### config.mk
export PLATFORM = sky130hd
export DESIGN_NAME = avm_uart_responder
export DESIGN_NICKNAME = d
export VERILOG_FILES = /design/src/rtl/uart_regs_pkg.sv /design/src/rtl/byte_fifo.sv /design/src/rtl/avm_uart_responder.sv
export SDC_FILE = /design/constraint.sdc
export NUM_CORES = 1
export LEC_CHECK = 0
export CELL_PAD_IN_SITES_DETAIL_PLACEMENT = 1
export CELL_PAD_IN_SITES_GLOBAL_PLACEMENT = 1
export CORE_AREA = 3 3 149 180
export DETAILED_ROUTE_END_ITERATION = 12
export DIE_AREA = 0 0 152 183
export PLACE_DENSITY = 0.87
export SETUP_SLACK_MARGIN = 0.5
export SLEW_MARGIN = 5
export SYNTH_ARGS = -nofsm -noshare
export SYNTH_HDL_FRONTEND = slang
export SYNTH_SLANG_ARGS = --single-unit
export TNS_END_PERCENT = 1
### constraint.sdc
create_clock -name avm_clk -period 3.4 [get_ports avm_clk]
set_input_delay 1.02 -clock avm_clk [delete_from_list [all_inputs] [get_ports avm_clk]]
set_output_delay 1.02 -clock avm_clk [all_outputs]
set_load 0.01 [all_outputs]
### src/rtl/uart_regs_pkg.sv
// Register map, status bit positions and access FSM states
// for the Avalon-MM UART responder.
package uart_regs_pkg;

    localparam logic [4:0] RX_BASE     = 5'd0;
    localparam logic [4:0] TX_BASE     = 5'd4;
    localparam logic [4:0] STATUS_BASE = 5'd8;

    localparam int TX_OK_BIT  = 6;
    localparam int RX_OK_BIT  = 7;
    localparam int TX_OVR_BIT = 1;
    localparam int RX_UDR_BIT = 0;

    typedef enum logic [1:0] {
        IDLE,
        WAIT,
        ACK
    } acc_state_e;

endpackage

### src/rtl/byte_fifo.sv
// Byte-wide synchronous FIFO with push/pop in the same cycle
// and an occupancy counter one bit wider than the pointers.
module byte_fifo #(
    parameter int DEPTH = 16
) (
    input  logic       avm_clk,
    input  logic       avm_rst,
    input  logic       push,
    input  logic       pop,
    input  logic [7:0] din,
    output logic [7:0] dout,
    output logic       empty,
    output logic       full
);

    localparam int AW = $clog2(DEPTH);

    logic [7:0]    r_mem [DEPTH];
    logic [AW-1:0] r_wptr;
    logic [AW-1:0] r_rptr;
    logic [AW:0]   r_count;
    logic          w_push;
    logic          w_pop;

    assign w_push = push && !full;
    assign w_pop  = pop && !empty;
    assign dout   = r_mem[r_rptr];
    assign empty  = (r_count == '0);
    assign full   = (r_count == (AW+1)'(DEPTH));

    always_ff @(posedge avm_clk) begin
        if (w_push) r_mem[r_wptr] <= din;
    end

    always_ff @(posedge avm_clk or posedge avm_rst) begin
        if (avm_rst) begin
            r_wptr  <= '0;
            r_rptr  <= '0;
            r_count <= '0;
        end else begin
            if (w_push) r_wptr <= r_wptr + 1'b1;
            if (w_pop)  r_rptr <= r_rptr + 1'b1;
            unique case ({w_push, w_pop})
                2'b10:   r_count <= r_count + 1'b1;
                2'b01:   r_count <= r_count - 1'b1;
                default: r_count <= r_count;
            endcase
        end
    end

endmodule

### src/rtl/avm_uart_responder.sv
// Avalon-MM slave emulating the RS232 UART register map, with
// RX/TX byte FIFOs bridging to valid/ready byte streams.
module avm_uart_responder
    import uart_regs_pkg::*;
#(
    parameter int FIFO_DEPTH  = 16,
    parameter int WAIT_CYCLES = 1
) (
    input  logic        avm_clk,
    input  logic        avm_rst,
    input  logic [4:0]  avs_address,
    input  logic        avs_read,
    input  logic        avs_write,
    input  logic [31:0] avs_writedata,
    output logic [31:0] avs_readdata,
    output logic        avs_waitrequest,
    input  logic [7:0]  rx_byte_data,
    input  logic        rx_byte_valid,
    output logic        rx_byte_ready,
    output logic [7:0]  tx_byte_data,
    output logic        tx_byte_valid,
    input  logic        tx_byte_ready
);

    localparam int CW = (WAIT_CYCLES > 1) ? $clog2(WAIT_CYCLES) : 1;
    localparam logic [CW-1:0] LAST_CNT = CW'(WAIT_CYCLES - 1);

    acc_state_e    r_state;
    acc_state_e    w_state_nxt;
    logic [CW-1:0] r_wcnt;
    logic [4:0]    r_addr;
    logic          r_is_rd;
    logic [7:0]    r_wdata;
    logic [31:0]   r_rdata;
    logic          r_do_rx_pop;
    logic          r_do_tx_push;
    logic          r_set_udr;
    logic          r_set_ovr;
    logic          r_clr_sticky;
    logic          r_rx_udr;
    logic          r_tx_ovr;

    logic          w_req;
    logic          w_last;
    logic          w_ack;
    logic          w_waitreq;
    logic [31:0]   w_snap;
    logic [7:0]    w_rx_dout;
    logic          w_rx_empty;
    logic          w_rx_full;
    logic          w_tx_empty;
    logic          w_tx_full;
    logic          w_rx_pop;
    logic          w_tx_push;

    assign w_req = avs_read || avs_write;
    assign w_ack = (r_state == ACK);

    always_ff @(posedge avm_clk or posedge avm_rst) begin
        if (avm_rst) r_state <= IDLE;
        else         r_state <= w_state_nxt;
    end

    always_comb begin
        w_state_nxt = r_state;
        w_waitreq   = 1'b1;
        w_last      = 1'b0;
        unique case (r_state)
            IDLE: if (w_req) w_state_nxt = WAIT;
            WAIT: begin
                if (!w_req) begin
                    w_state_nxt = IDLE;
                end else if (r_wcnt == LAST_CNT) begin
                    w_last      = 1'b1;
                    w_state_nxt = ACK;
                end
            end
            ACK: begin
                w_waitreq   = 1'b0;
                w_state_nxt = IDLE;
            end
            default: w_state_nxt = IDLE;
        endcase
    end

    // Readdata is built from the FIFO/flag state sampled on the final wait cycle
    always_comb begin
        w_snap = '0;
        if (r_is_rd) begin
            if (r_addr == RX_BASE && !w_rx_empty) begin
                w_snap[7:0] = w_rx_dout;
            end else if (r_addr == STATUS_BASE) begin
                w_snap[RX_OK_BIT]  = !w_rx_empty;
                w_snap[TX_OK_BIT]  = !w_tx_full;
                w_snap[TX_OVR_BIT] = r_tx_ovr;
                w_snap[RX_UDR_BIT] = r_rx_udr;
            end
        end
    end

    always_ff @(posedge avm_clk or posedge avm_rst) begin
        if (avm_rst) begin
            r_wcnt       <= '0;
            r_addr       <= '0;
            r_is_rd      <= 1'b0;
            r_wdata      <= '0;
            r_rdata      <= '0;
            r_do_rx_pop  <= 1'b0;
            r_do_tx_push <= 1'b0;
            r_set_udr    <= 1'b0;
            r_set_ovr    <= 1'b0;
            r_clr_sticky <= 1'b0;
        end else begin
            if (r_state == IDLE && w_req) begin
                r_addr  <= avs_address;
                r_is_rd <= avs_read;
                r_wdata <= avs_writedata[7:0];
                r_wcnt  <= '0;
            end else if (r_state == WAIT) begin
                r_wcnt <= r_wcnt + 1'b1;
            end
            // Side effects are decided against the same snapshot as readdata
            if (w_last) begin
                r_rdata      <= w_snap;
                r_do_rx_pop  <= r_is_rd && r_addr == RX_BASE && !w_rx_empty;
                r_set_udr    <= r_is_rd && r_addr == RX_BASE && w_rx_empty;
                r_clr_sticky <= r_is_rd && r_addr == STATUS_BASE;
                r_do_tx_push <= !r_is_rd && r_addr == TX_BASE && !w_tx_full;
                r_set_ovr    <= !r_is_rd && r_addr == TX_BASE && w_tx_full;
            end else if (w_ack) begin
                r_rdata      <= '0;
                r_do_rx_pop  <= 1'b0;
                r_set_udr    <= 1'b0;
                r_clr_sticky <= 1'b0;
                r_do_tx_push <= 1'b0;
                r_set_ovr    <= 1'b0;
            end
        end
    end

    always_ff @(posedge avm_clk or posedge avm_rst) begin
        if (avm_rst) begin
            r_rx_udr <= 1'b0;
            r_tx_ovr <= 1'b0;
        end else if (w_ack) begin
            if (r_clr_sticky) begin
                r_rx_udr <= 1'b0;
                r_tx_ovr <= 1'b0;
            end else begin
                if (r_set_udr) r_rx_udr <= 1'b1;
                if (r_set_ovr) r_tx_ovr <= 1'b1;
            end
        end
    end

    assign w_rx_pop  = w_ack && r_do_rx_pop;
    assign w_tx_push = w_ack && r_do_tx_push;

    assign avs_waitrequest = w_waitreq;
    assign avs_readdata    = r_rdata;
    assign rx_byte_ready   = !w_rx_full;
    assign tx_byte_valid   = !w_tx_empty;

    byte_fifo #(.DEPTH(FIFO_DEPTH)) u_rx_fifo (
        .avm_clk (avm_clk),
        .avm_rst (avm_rst),
        .push    (rx_byte_valid),
        .pop     (w_rx_pop),
        .din     (rx_byte_data),
        .dout    (w_rx_dout),
        .empty   (w_rx_empty),
        .full    (w_rx_full)
    );

    byte_fifo #(.DEPTH(FIFO_DEPTH)) u_tx_fifo (
        .avm_clk (avm_clk),
        .avm_rst (avm_rst),
        .push    (w_tx_push),
        .pop     (tx_byte_ready),
        .din     (r_wdata),
        .dout    (tx_byte_data),
        .empty   (w_tx_empty),
        .full    (w_tx_full)
    );

endmodule

=== Word level (Yosys, flattened, before mapping) ===
Memories as Yosys holds them, arrays and structs flattened.
Cells that the tools add are included.

* Memories kept: 2
* Bits in writable memories: 256
* Input port bits: 51
* Logic and storage cells: 110
* Output and inout port bits: 43
* Flip-flop bits (word level): 82

* Muxes and demuxes: 34
* Equality and inequality tests: 12
* Add/sub/neg operators: 9
* Reductions and logical operators: 34

{| class="wikitable"
|+ Memories
! name !! words !! bits a word !! rd ports !! clocked after Yosys merged registers in !! wr ports !! line !! RTL
|-
| u_rx_fifo.r_mem || 16 || 8 || 1 || 0 || 1 || byte_fifo.sv:18 || <nowiki>logic [7:0] r_mem [DEPTH];</nowiki>
|-
| u_tx_fifo.r_mem || 16 || 8 || 1 || 0 || 1 || byte_fifo.sv:18 ||
|}

{| class="wikitable"
|+ Operator list
! operator !! count
|-
| two-way mux 32 bit || 2
|-
| two-way mux 1 bit || 20
|-
| case mux 5 bit (2 select lines) || 2
|-
| adder 4 x 1 -> 4 bit, second input constant || 4
|-
| logical AND 1 bit || 15
|-
| zero test 5 bit || 3
|-
| two-way mux 2 bit || 7
|-
| nonzero test 2 bit || 6
|-
| adder 5 x 1 -> 5 bit, second input constant || 2
|-
| equality test 5 bit, second input constant || 2
|-
| subtractor 5 x 1 -> 5 bit, second input constant || 2
|-
| two-way mux 8 bit || 1
|-
| equality test 2 x 1 -> 1 bit, second input constant || 3
|-
| equality test 2 bit, second input constant || 3
|-
| AND reduction 2 bit || 3
|-
| equality test 5 x 3 -> 1 bit, second input constant || 1
|-
| equality test 5 x 4 -> 1 bit, second input constant || 1
|-
| zero test 1 bit || 5
|-
| two-way mux 4 bit || 1
|-
| case mux 2 bit (2 select lines) || 1
|-
| inequality test 3 bit, second input constant || 1
|-
| zero test 2 bit || 1
|-
| inequality test 2 bit, second input constant || 1
|-
| adder 1 bit, second input constant || 1
|-
| logical OR 1 bit || 1
|}

=== Logic depth before layout (Yosys ltp) ===
* Word-level depth: 6
* Mapped depth: 15
* Depth with buffers taken out: 12

=== By module ===
Synthesis repeated with hierarchy kept, for this count alone.

* Cell total of the unflattened synthesis: 808
* Area total of the unflattened synthesis: 13218.9 µm²

{| class="wikitable"
|+ By module, submodules not included
! module !! instances !! sequential area each (µm²) !! area each (µm²) !! cells an instance
|-
| byte_fifo at u_rx_fifo || 1 || 4169.0 || 5836.8 || 333
|-
| byte_fifo at u_tx_fifo || 1 || 4169.0 || 5796.8 || 333
|-
| avm_uart_responder || 1 || 800.8 || 1585.3 || 142
|}

=== Least setup slack after synthesis ===
OpenSTA, ideal clock, no wires.

* Kind: input to register
* Start: input tx_byte_ready
* End: register u_tx_fifo.r_count[4]
* Data required time: 3320 ps
* Library setup time: 80 ps
* Path buffers: 1
* Path slack: 589 ps
* Stages: 10
* Arrival: 2731 ps
* Cells stage by stage: and2_1 clkbuf_1 ha_1 inv_1 fa_1 nor2b_1 o21ai_0 and3_1 nor3_1 xnor2_1

* Word-level cells in the longest chain between the ends: 3
* Elaborated cells between the ends (all ways): 5
* Classes of those cells: 2 x eq/ne; 1 x mux; 2 x reduce/logical

{| class="wikitable"
|+ Ends and longest elaborated chain
! what !! line !! RTL
|-
| start, declared || avm_uart_responder.sv:22 || <nowiki>input logic tx_byte_ready</nowiki>
|-
| logical AND 1 bit (*) || byte_fifo.sv:26 || <nowiki>assign w_pop = pop && !empty;</nowiki>
|-
| named net u_tx_fifo.w_pop || byte_fifo.sv:23 || <nowiki>logic w_pop;</nowiki>
|-
| equality test 2 x 1 -> 1 bit / equality test 2 bit (equally long branches) || byte_fifo.sv:43 || <nowiki>unique case ({w_push, w_pop})</nowiki>
|-
| case mux 5 bit (2 select lines) / nonzero test 2 bit (equally long branches) || - ||
|-
| end signal, assigned || byte_fifo.sv:44 || <nowiki>2'b10: r_count <= r_count + 1'b1;</nowiki>
|-
| end signal, assigned || byte_fifo.sv:45 || <nowiki>2'b01: r_count <= r_count - 1'b1;</nowiki>
|-
| end signal, assigned || byte_fifo.sv:46 || <nowiki>default: r_count <= r_count;</nowiki>
|-
| end, declared || byte_fifo.sv:21 || <nowiki>logic [AW:0] r_count;</nowiki>
|}

Mark *: on every way through the listed nets, which the timed path passes. The rest lies on a longest branch.
A chain may end at the register's enable or synchronous reset.

=== Worst setup path after layout ===
* Start: register u_tx_fifo.r_rptr[0]
* End: output tx_byte_data[1]

* Word-level cells in the longest chain between the ends: 1

{| class="wikitable"
|+ Ends and longest elaborated chain
! what !! line !! RTL
|-
| start, declared || byte_fifo.sv:20 || <nowiki>logic [AW-1:0] r_rptr;</nowiki>
|-
| start signal, assigned || byte_fifo.sv:42 || <nowiki>if (w_pop) r_rptr <= r_rptr + 1'b1;</nowiki>
|-
| memory read (16 x 8 bit) || - ||
|-
| end, declared || avm_uart_responder.sv:20 || <nowiki>output logic [7:0] tx_byte_data,</nowiki>
|}

No other way between the ends.

==> results.txt <==
status: complete, but fails checks
violated checks: setup timing
Slew Viols, Final: 0
Final Instance Count excl. Fillers: 1141
dpl hpwl: 19700 um
number of flops mapped to enable cells by yosys: 256
slowest CP cell: mux4_2
clock share of power: 0.280
Max Fanout on Critical Path: 6
All-Layer GR Usage: 0.209
post-synth top area share: 0.599
CTS tree: done
top post-synthesis cells by area: edfxtp_1, dfrtp_1, mux4_2
clock skew: 0.0222 ns
Hold Path Class: reg2reg
fin area: 14900 um^2
dpl cells: 1070
Synth area leader: edfxtp_1
CP Cell Sequence: buf_12 > buf_6 > mux4_2 > mux4_2 > buf_6
first-pass GRT wire length: 44800 um
clock latency on the worst-skew pair: 0.56 ns
Critical R2R Capture: u_tx_fifo.r_count[4]$_DFFE_PP0P_
io pins: 94
Max Cap Viol: 0
antenna violations before repair: 1
WP depth: 5
Worst Hold Slack: 0.483 ns
Worst setup EP type: primary output
CP Launch Point: u_tx_fifo.r_rptr[0]$_DFFE_PP0P_
P_sw: 3.27 mW
Final WS setup: -0.0350 ns
worst endpoint required time: 2.38 ns
number of port buffers: 45
WL/cell: 25.6 um
clock root buffer: clkbuf_16
Comb pwr share: 0.248
# H-tree levels: 1
mapped cell area: 12800 um^2
DRT antenna net count: 0
1st-iter DRT viols: 411
Vias/cell: 5.70
Post-synth top flop: edfxtp_1
Synth Register Bits: 314
switch share: 0.286
RSZ-0062 raised after global routing: true
crit start category: flop
main combinational cell family by area after synthesis: multiplexers
FF-to-FF path depth: 12
Distinct cells, synth: 47
DIE AREA: 27800 um^2
worst endpoint data arrival time: 2.41 ns
crit share post-route: 1.01
Core Footprint: 25300 um^2
fraction of layout cells with a size suffix above 1: 0.247
Final setup viols: 7
setup slack at placement: 0.0285 ns
post-synthesis sequential area ratio: 0.712
Routed WL: 29200 um
Setup TNS: -0.160 ns
complex-gate fraction of the synthesized area: 0.0284
cell family with the largest share of critical-path delay: multiplexers
adder-cell area share of the yosys netlist: 0.0181
Power per Cell Area: 768 nW/um^2
Commonest cells post-synth: edfxtp_1, mux4_2, dfrtp_1, nand2_1, nor2_1
DR vias: 6507
P_leak: 5.13 nW
placed cell areas: 13700 um^2
largest net degree at the start of global routing: 59
Starting Density: 0.507
grt ovf: 0
xor-xnor portion of the synthesized cell area: 0.0150
Synth async-reset ratio: 0.185
Layout area overhead: 16.0%
crit path to: tx_byte_data[1]
Setup CP Type: reg2out
normalized max-slew margin: 0.108
Max clock buf depth: 3
Reg power frac: 0.472
Final nets: 855
mux cell area share after synthesis: 0.149
YS warnings: 0
final hold vios: 0
Max IR drop VDD: 0.490 mV
post-synthesis instance total: 697
Max Fclk: 291 MHz
clk sinks: 314
Worst Tran Pin Value: 1.34 ns
first-pass iteration count of the detailed router: 4
minimum clock period: 3.43 ns
fin util: 0.588
global placer's final weighted congestion: 0.773
fillers: 2219
Chip Width: 152 um
Std-Cell Rows: 64
RR Startpoint: u_tx_fifo.r_count[1]$_DFFE_PP0P_
Design Power: 11.4 mW
area share of and/or/nand/nor cells after synthesis: 0.0429
vias in the first global route: 7435
CP max stage delay: 0.52 ns
DRC errors left: 0
cts hold-fix bufs: 0
R2R setup slack: 0.65 ns
Die Y: 183 um
top-count cell post-synth: edfxtp_1
WP buf/inv: 3
Inserted Clock Buffers: 30
Worst-path clk slew: 0.06 ns
Post-Syn Area per Cell: 18.4 um^2
Int Pwr: 8.17 mW
power by group through the flow:
stage | Sequential (mW) | Combinational (mW) | Clock, mW
final | 5.39 | 2.84 | 3.20
after global routing | 5.47 | 3.05 | 3.42
after CTS | 5.39 | 2.79 | 3.26
after detailed placement | 5.43 | 2.57 | 0
after global placement | 5.30 | 2.38 | 0
after floorplan | 5.12 | 1.79 | 0
worst reg2reg max path, cell delays in order (launching register included):
cell and delay (ns):
dfrtp_2 0.45, nor4_4 0.34, nand2_2 0.14, and3_4 0.22, inv_2 0.09, ha_4 0.16
inv_1 0.09, fa_2 0.41, nor2b_1 0.14, o21ai_0 0.12, and3_1 0.22, nor3_2 0.15
xnor2_1 0.15
registers in the layout, indices dropped and copies added, names as in the netlist, 2 cells and up:
| register | cells |
|---|---|
| avs_readdata | 8 |
| r_addr | 5 |
| r_state | 2 |
| r_wdata | 8 |
| u_rx_fifo.r_count | 5 |
| u_rx_fifo.r_mem | 128 |
| u_rx_fifo.r_rptr | 4 |
| u_rx_fifo.r_wptr | 4 |
| u_tx_fifo.r_count | 5 |
| u_tx_fifo.r_mem | 128 |
| u_tx_fifo.r_rptr | 4 |
| u_tx_fifo.r_wptr | 4 |
worst min-delay path by stage:
stage / depth (start not counted) / start / endpoint / slack, ns
CTS: 1 / r_do_rx_pop$_DFFE_PP0P_ / r_do_rx_pop$_DFFE_PP0P_ / 0.48
global placement: 1 / r_do_rx_pop$_DFFE_PP0P_ / r_do_rx_pop$_DFFE_PP0P_ / 0.45
global route: 1 / r_do_rx_pop$_DFFE_PP0P_ / r_do_rx_pop$_DFFE_PP0P_ / 0.49
finish: 1 / r_do_rx_pop$_DFFE_PP0P_ / r_do_rx_pop$_DFFE_PP0P_ / 0.48
detailed placement: 1 / r_do_rx_pop$_DFFE_PP0P_ / r_do_rx_pop$_DFFE_PP0P_ / 0.47
floorplan: 1 / r_clr_sticky$_DFFE_PP0P_ / r_rx_udr$_DFFE_PP0P_ / 0.44
logic make-up after synthesis:
kind of cell               after synthesis
AOI/OAI and AO/OA                       58
xor gates and xnor gates                22
adders and majority gates               18
buffers and inverters                   76
DFF                                    314
muxes                                   99
other                                    1
and+or+nand+nor                        109
cell type report:
cell class | instances | area [um^2] | share of cell area
antenna | 1 | 2.50 | 0.000168
tap | 330 | 413 | 0.0277
timing repair buffer | 95 | 917 | 0.0616
clock inverter | 5 | 48.8 | 0.00328
multi-input combinational | 330 | 3400 | 0.229
sequential | 314 | 9150 | 0.614
inverter | 15 | 56.3 | 0.00378
clock buffer | 51 | 901 | 0.0605
layer usage:
metal / vias to the layer above / part of all wire / GRT usage / wire [um]
li1: 2851 / - / - / -
met1: 3458 / 0.37 / 0.237 / 10800
met2: 148 / 0.58 / 0.414 / 16900
met5: - / 0 / 0 / 0
met3: 50 / 0.030 / 0.0267 / 887
met4: 0 / 0.022 / 0.0540 / 630
what timing repair did:
| action | 4_1_cts | 5_1_grt |
|---|---|---|
| cloned | 1 | 0 |
| setup buffers | 9 | 4 |
| resized for setup | 58 | 13 |
| pin swaps | 2 | 6 |
| setup endpoints to repair | 12 | 13 |
placed cells by master, fill, tap and decap left out, drive strengths merged, types with 19 or more instances in the layout:
cell / n
mux2: 19
conb: 24
mux4: 70
edfxtp: 256
dfrtp: 58
clkbuf: 53
nand2: 29
nor2: 29
clkdlybuf4s50: 34
buf: 58
o21ai: 19
(Power assumes the default switching activity.)
